==> config.mk <==
export PLATFORM = sky130hd
export DESIGN_NAME = cordic_out_stage
export DESIGN_NICKNAME = d
export VERILOG_FILES = /design/src/rtl/cordic_out_stage_pkg.sv /design/src/rtl/sync_fifo.sv /design/src/rtl/cordic_out_stage.sv
export SDC_FILE = /design/constraint.sdc
export NUM_CORES = 1
export LEC_CHECK = 0
export ABC_AREA = 1
export CAP_MARGIN = 20
export CORE_UTILIZATION = 43
export CTS_CLUSTER_SIZE = 30
export DETAILED_ROUTE_END_ITERATION = 10
export GPL_TIMING_DRIVEN = 0
export PLACE_DENSITY = 0.58
export RECOVER_POWER = 50
export SETUP_SLACK_MARGIN = 0.2
export SYNTH_ARGS = -nofsm -noshare
export SYNTH_HDL_FRONTEND = slang
export SYNTH_SLANG_ARGS = --single-unit
==> constraint.sdc <==
create_clock -name clk -period 9.6 [get_ports clk]
set_input_delay 1.92 -clock clk [delete_from_list [all_inputs] [get_ports clk]]
set_output_delay 1.92 -clock clk [all_outputs]
set_load 0.02 [all_outputs]
==> src/rtl/cordic_out_stage_pkg.sv <==
// Shared constants and types for the CORDIC output stage: gain, arctangent table,
// and the packed sample record that travels through the output FIFO.
package cordic_out_stage_pkg;

  localparam int DATA_W = 16;
  localparam int SEL_W  = 4;

  // 0.60736 in Q1.15: the accumulated gain after 6 CORDIC iterations.
  localparam logic [DATA_W-1:0] K_GAIN_DEF = 16'h4DBE;

  // atan(2^-i) in degrees, signed 8.8
  localparam logic [DATA_W-1:0] ATAN_0 = 16'h2D00;  // 45.00
  localparam logic [DATA_W-1:0] ATAN_1 = 16'h1A92;  // 26.57
  localparam logic [DATA_W-1:0] ATAN_2 = 16'h0E0A;  // 14.04
  localparam logic [DATA_W-1:0] ATAN_3 = 16'h0721;  //  7.13
  localparam logic [DATA_W-1:0] ATAN_4 = 16'h0394;  //  3.58
  localparam logic [DATA_W-1:0] ATAN_5 = 16'h01CA;  //  1.79

  typedef struct packed {
    logic [SEL_W-1:0]  sel;
    logic [DATA_W-1:0] angle;
    logic [DATA_W-1:0] y;
    logic [DATA_W-1:0] x;
  } sample_t;

  localparam int SAMPLE_W = $bits(sample_t);

  // Round-half-up back to 8.8; |K_GAIN| < 1 so the low 16 bits never overflow.
  function automatic logic [DATA_W-1:0] round_q15(input logic signed [31:0] p);
    logic signed [31:0] r;
    r = (p + 32'sd16384) >>> 15;
    return r[DATA_W-1:0];
  endfunction

endpackage

==> src/rtl/sync_fifo.sv <==
// Single-clock FIFO with registered storage; head is read combinationally from
// storage so it holds steady while the consumer stalls.
module sync_fifo #(
  parameter int WIDTH = 8,
  parameter int DEPTH = 4
) (
  input  logic                     clk,
  input  logic                     rst_n,
  input  logic                     push,
  input  logic [WIDTH-1:0]         din,
  input  logic                     pop,
  output logic [WIDTH-1:0]         dout,
  output logic                     full,
  output logic                     empty,
  output logic [$clog2(DEPTH):0]   count
);

  localparam int AW = $clog2(DEPTH);
  localparam int CW = AW + 1;

  logic [WIDTH-1:0] mem_q [DEPTH];
  logic [AW-1:0]    wr_ptr_q, rd_ptr_q;
  logic [CW-1:0]    count_q;
  logic             do_push, do_pop;

  assign full    = (count_q == CW'(DEPTH));
  assign empty   = (count_q == '0);
  assign do_push = push && !full;
  assign do_pop  = pop && !empty;
  assign dout    = mem_q[rd_ptr_q];
  assign count   = count_q;

  // Pointers are exactly AW bits wide, so the increment wraps modulo DEPTH.
  always_ff @(posedge clk) begin
    if (!rst_n) begin
      wr_ptr_q <= '0;
      rd_ptr_q <= '0;
      count_q  <= '0;
      for (int i = 0; i < DEPTH; i++) mem_q[i] <= '0;
    end else begin
      if (do_push) begin
        mem_q[wr_ptr_q] <= din;
        wr_ptr_q        <= wr_ptr_q + AW'(1);
      end
      if (do_pop) rd_ptr_q <= rd_ptr_q + AW'(1);
      case ({do_push, do_pop})
        2'b10:   count_q <= count_q + CW'(1);
        2'b01:   count_q <= count_q - CW'(1);
        default: count_q <= count_q;
      endcase
    end
  end

endmodule

==> src/rtl/cordic_out_stage.sv <==
// Gain correction (x,y * K_GAIN) over two non-stalling stages into an output FIFO;
// pipe_en grants credit only while the FIFO can absorb everything in flight.
module cordic_out_stage
  import cordic_out_stage_pkg::*;
#(
  parameter int                DEPTH  = 4,
  parameter logic [DATA_W-1:0] K_GAIN = K_GAIN_DEF
) (
  input  logic                   clk,
  input  logic                   rst_n,
  input  logic                   in_valid,
  input  logic [DATA_W-1:0]      x_in,
  input  logic [DATA_W-1:0]      y_in,
  input  logic [DATA_W-1:0]      angle_in,
  input  logic [SEL_W-1:0]       select_in,
  output logic                   pipe_en,
  output logic [DATA_W-1:0]      x_out,
  output logic [DATA_W-1:0]      y_out,
  output logic [DATA_W-1:0]      angle_out,
  output logic [SEL_W-1:0]       select_out,
  output logic                   out_valid,
  input  logic                   out_ready,
  output logic [$clog2(DEPTH):0] count
);

  localparam int CW = $clog2(DEPTH) + 1;

  logic                     s1_valid_q;
  logic signed [31:0]       s1_x_q, s1_y_q;
  logic [DATA_W-1:0]        s1_angle_q;
  logic [SEL_W-1:0]         s1_sel_q;
  logic                     s2_valid_q;
  sample_t                  s2_q;

  logic                     accept;
  logic [CW:0]              credit;
  logic signed [31:0]       x_prod_d, y_prod_d;
  sample_t                  head;
  logic                     fifo_empty;
  logic                     fifo_full;

  // One extra bit: occupancy plus two in-flight samples can exceed DEPTH's range.
  assign credit  = {1'b0, count} + (CW+1)'(s1_valid_q) + (CW+1)'(s2_valid_q);
  assign pipe_en = (credit < (CW+1)'(DEPTH));
  assign accept  = in_valid && pipe_en;

  assign x_prod_d = $signed({{16{x_in[15]}}, x_in}) * $signed({16'h0000, K_GAIN});
  assign y_prod_d = $signed({{16{y_in[15]}}, y_in}) * $signed({16'h0000, K_GAIN});

  always_ff @(posedge clk) begin
    if (!rst_n) begin
      s1_valid_q <= 1'b0;
      s1_x_q     <= '0;
      s1_y_q     <= '0;
      s1_angle_q <= '0;
      s1_sel_q   <= '0;
      s2_valid_q <= 1'b0;
      s2_q       <= '0;
    end else begin
      s1_valid_q <= accept;
      s1_x_q     <= x_prod_d;
      s1_y_q     <= y_prod_d;
      s1_angle_q <= angle_in;
      s1_sel_q   <= select_in;
      s2_valid_q <= s1_valid_q;
      s2_q.x     <= round_q15(s1_x_q);
      s2_q.y     <= round_q15(s1_y_q);
      s2_q.angle <= s1_angle_q;
      s2_q.sel   <= s1_sel_q;
    end
  end

  sync_fifo #(
    .WIDTH (SAMPLE_W),
    .DEPTH (DEPTH)
  ) u_fifo (
    .clk   (clk),
    .rst_n (rst_n),
    .push  (s2_valid_q),
    .din   (s2_q),
    .pop   (out_ready),
    .dout  (head),
    .full  (fifo_full),
    .empty (fifo_empty),
    .count (count)
  );

  assign out_valid  = !fifo_empty;
  assign x_out      = head.x;
  assign y_out      = head.y;
  assign angle_out  = head.angle;
  assign select_out = head.sel;

endmodule

==> metrics.yaml <==
ctsHtreeMaxLevel: 1
dpl_worst_slack_ns: 1.24
path_common_cell: "fa_1"
dr.pass1.iters: 6
period_minus_slack_ns: 7.73
status: "finished with violations"
ys_seq_elements: 325
clk_latency_ns: 0.56
num_vias: 17800
finalSetupViolCount: 0
wl_um: 58400
diodes: 0
grt_setup_unrepaired: "false"
port_buffers: 111
setup_ws_ns: 1.87
ant_nets: 0
numCtsBuffers: 31
cts.repair.resized: 0
clock-skew-final_ns: 0.00849
r2r_setup_slack_ns: 6.02
cts_hold_buf: 0
cts_tree: "done"
multiInputGateArea_sq_mm: 0.0132
area_growth_syn_to_layout_pct: 13.0
tightestPinTransition_ns: 2.15
violations: "max-capacitance violations, max-slew violations"
io_pins: 113
timing.setup.tns_ns: 0
placementRows: 86
post-route-util_pct: 49.5
crit_path_max_incr_delay_ns: 1.06
die_w_um: 240
cts-root-buf: "clkbuf_16"
grt_pass1_wl_um: 94700
gp_congestion: 0.879
synth_cells: 2763
start_util_pct: 43.8
drt_iter0_markers: 909
num-fill-cells: 5277
fmax_ghz: 0.129
dp_hpwl_um: 46000
layout-drive-gt1-share_pct: 3.33
mappedNetlistNets: 3250
cts_buffer_depth: 3
final_nets: 3402
period_share_pct: 80.5
drv_cap: 1
core_area_sq_mm: 0.0554
grt_overflow: 0
antenna_found_initial: 2
via_per_inst: 4.82
cp-end-kind: "register"
critPathRequiredTime_ns: 10.05
crit_chain: "clkdlybuf4s50_1 -> inv_1 -> fa_1 -> fa_1 -> inv_1 -> fa_1 -> inv_1 -> fa_1 -> fa_1 -> fa_1 -> inv_1 -> ha_1 -> nand2_1 -> nor2_1 -> nand2_1 -> nor2_1 -> nand2_1 -> nand3_1 -> nand2_1 -> nand2_1 -> nor2_1"
cp-start-kind: "input port"
yosys_warnings: 0
syn_area_sq_mm: 0.0243
cts.sinks: 325
crit_family: "adder cells"
grt_pass1_vias: 18400
wl_per_cell_um: 15.8
die_h_um: 240
grt_max_degree: 53
maxSlewHeadroom_pct: -44.7
avgSynthCellArea_sq_um: 8.78
ys_seq_area_share_pct: 35.4
crit_path_max_fanout: 18
slew_violations: 10
yosysUniqueCellTypes: 44
clkTransAtPathRegs_ns: 0.06
path_class: "in2reg"
drc: 0
critical_path_buf_inv_count: 5
regArea_sq_mm: 0.00859
worstHoldPathType: "reg2reg"
crit_path_top_delay_cell: "clkdlybuf4s50_1"
cts_setup_buffers: 0
dieArea_sq_mm: 0.0574
arrival_ns: 8.17
grt_usage_pct: 20.8
final_hold_viol_count: 0
worst min-delay path, delay by kind of cell, from the launching register on:
| family | cells | cell delay (ns) |
|---|---|---|
| flip-flops | 1 | 0.30 |
| buffers and inverters | 1 | 0.04 |
| AND/OR/NAND/NOR | 1 | 0.04 |
metrics by stage:
step | area (sq um) | cells | hold WS [ns]
3_3_place_gp | 26300 | 3622 | 0.394
4_1_cts | 27500 | 3687 | 0.414
6_report | 27400 | 3687 | 0.413
2_1_floorplan | 24300 | 2763 | 0.390
5_1_grt | 27400 | 3687 | 0.434
3_5_place_dp | 26500 | 3630 | 0.398
state kept, by name (all words and copies together), names as in the netlist, named ones only:
| name | flops |
|---|---|
| s1_angle_q | 16 |
| s1_sel_q | 4 |
| s1_valid_q | 1 |
| s1_x_q | 17 |
| s1_y_q | 17 |
| s2_q | 52 |
| s2_valid_q | 1 |
| u_fifo.count | 3 |
| u_fifo.mem_q | 208 |
| u_fifo.rd_ptr_q | 2 |
| u_fifo.wr_ptr_q | 2 |
path summary, 6_finish.rpt:
check / startpoint / to / cells after the start
worst max-delay path: y_in[15] / s1_y_q[29] / 21
worst min-delay path: s1_angle_q[5] / s2_q[37] / 2
worst max register to register: u_fifo.wr_ptr_q[0] / u_fifo.mem_q[1][25] / 7
worst min register to register: s1_angle_q[5] / s2_q[37] / 2
cell usage after synthesis, drive strengths merged:
cell type | n | share of area, %
a211oi | 2 | 0.062
a21boi | 1 | 0.031
a21o | 13 | 0.40
a21oi | 83 | 1.7
a31oi | 4 | 0.17
and2 | 3 | 0.077
buf | 16 | 0.32
clkbuf | 49 | 0.76
clkinv | 4 | 0.067
dfxtp | 117 | 9.7
edfxtp | 208 | 26
fa | 207 | 17
ha | 224 | 12
inv | 593 | 9.2
nand2 | 410 | 6.4
nand2b | 1 | 0.026
nand3 | 57 | 1.2
nand3b | 1 | 0.031
nand4 | 10 | 0.28
nor2 | 450 | 7.3
nor3 | 24 | 0.62
nor3b | 2 | 0.062
nor4 | 5 | 0.15
o21a | 3 | 0.093
o21ai | 144 | 3.0
o21bai | 16 | 0.50
o22ai | 54 | 1.4
o31ai | 1 | 0.031
or2 | 5 | 0.13
xnor2 | 16 | 0.58
xor2 | 40 | 1.4
placed cells by master, fill, tap and decap left out, drive strengths merged:
| cell type | Yosys | final |
|---|---|---|
| a211oi | 2 | 2 |
| a21boi | 1 | 1 |
| a21o | 13 | 13 |
| a21oi | 83 | 83 |
| a31oi | 4 | 4 |
| and2 | 3 | 3 |
| buf | 16 | 11 |
| bufinv | 0 | 1 |
| clkbuf | 49 | 106 |
| clkdlybuf4s50 | 0 | 110 |
| clkinv | 4 | 19 |
| clkinvlp | 0 | 1 |
| dfxtp | 117 | 117 |
| dlygate4sd3 | 0 | 1 |
| edfxtp | 208 | 208 |
| fa | 207 | 207 |
| ha | 224 | 224 |
| inv | 593 | 589 |
| nand2 | 410 | 410 |
| nand2b | 1 | 1 |
| nand3 | 57 | 57 |
| nand3b | 1 | 1 |
| nand4 | 10 | 10 |
| nor2 | 450 | 450 |
| nor3 | 24 | 24 |
| nor3b | 2 | 2 |
| nor4 | 5 | 5 |
| o21a | 3 | 3 |
| o21ai | 144 | 144 |
| o21bai | 16 | 16 |
| o22ai | 54 | 54 |
| o31ai | 1 | 1 |
| or2 | 5 | 5 |
| xnor2 | 16 | 16 |
| xor2 | 40 | 40 |
final cells by class:
class                      count  area share [%]
buffer                        65           0.899
clock buffer                  44            3.08
multi-input combinational   1776            48.1
inverter                     597            8.18
clock inverter                13           0.329
timing repair buffer         119            4.69
tap                          748            3.41
sequential                   325            31.3
per-layer routing:
layer  global-route usage [%]  part of all wire, %  wire length (um)  vias to the layer above
li1                         -                    -                 -                     8912
met2                     36.7                   48             28200                      306
met3                     1.89                  3.6              2120                       67
met5                        0                0.046                27                        -
met4                     4.62                  1.7              1020                        4
met1                     27.6                   46             27000                     8491
cells by family (layout without fill, tap and decap cells):
logic type               Yosys count  after routing  synth area share (%)
AND/OR/NAND/NOR                  968            968                  16.3
AO/OA/AOI/OAI                    321            321                  7.35
flip-flops                       325            325                  35.4
adder cells (fa/ha/maj)          431            431                  28.6
buffers and inverters            662            838                  10.3
XOR/XNOR                          56             56                  2.02
Power is not shown: default switching activity piles up to over one toggle a cycle in this logic, so the estimate is an artifact.
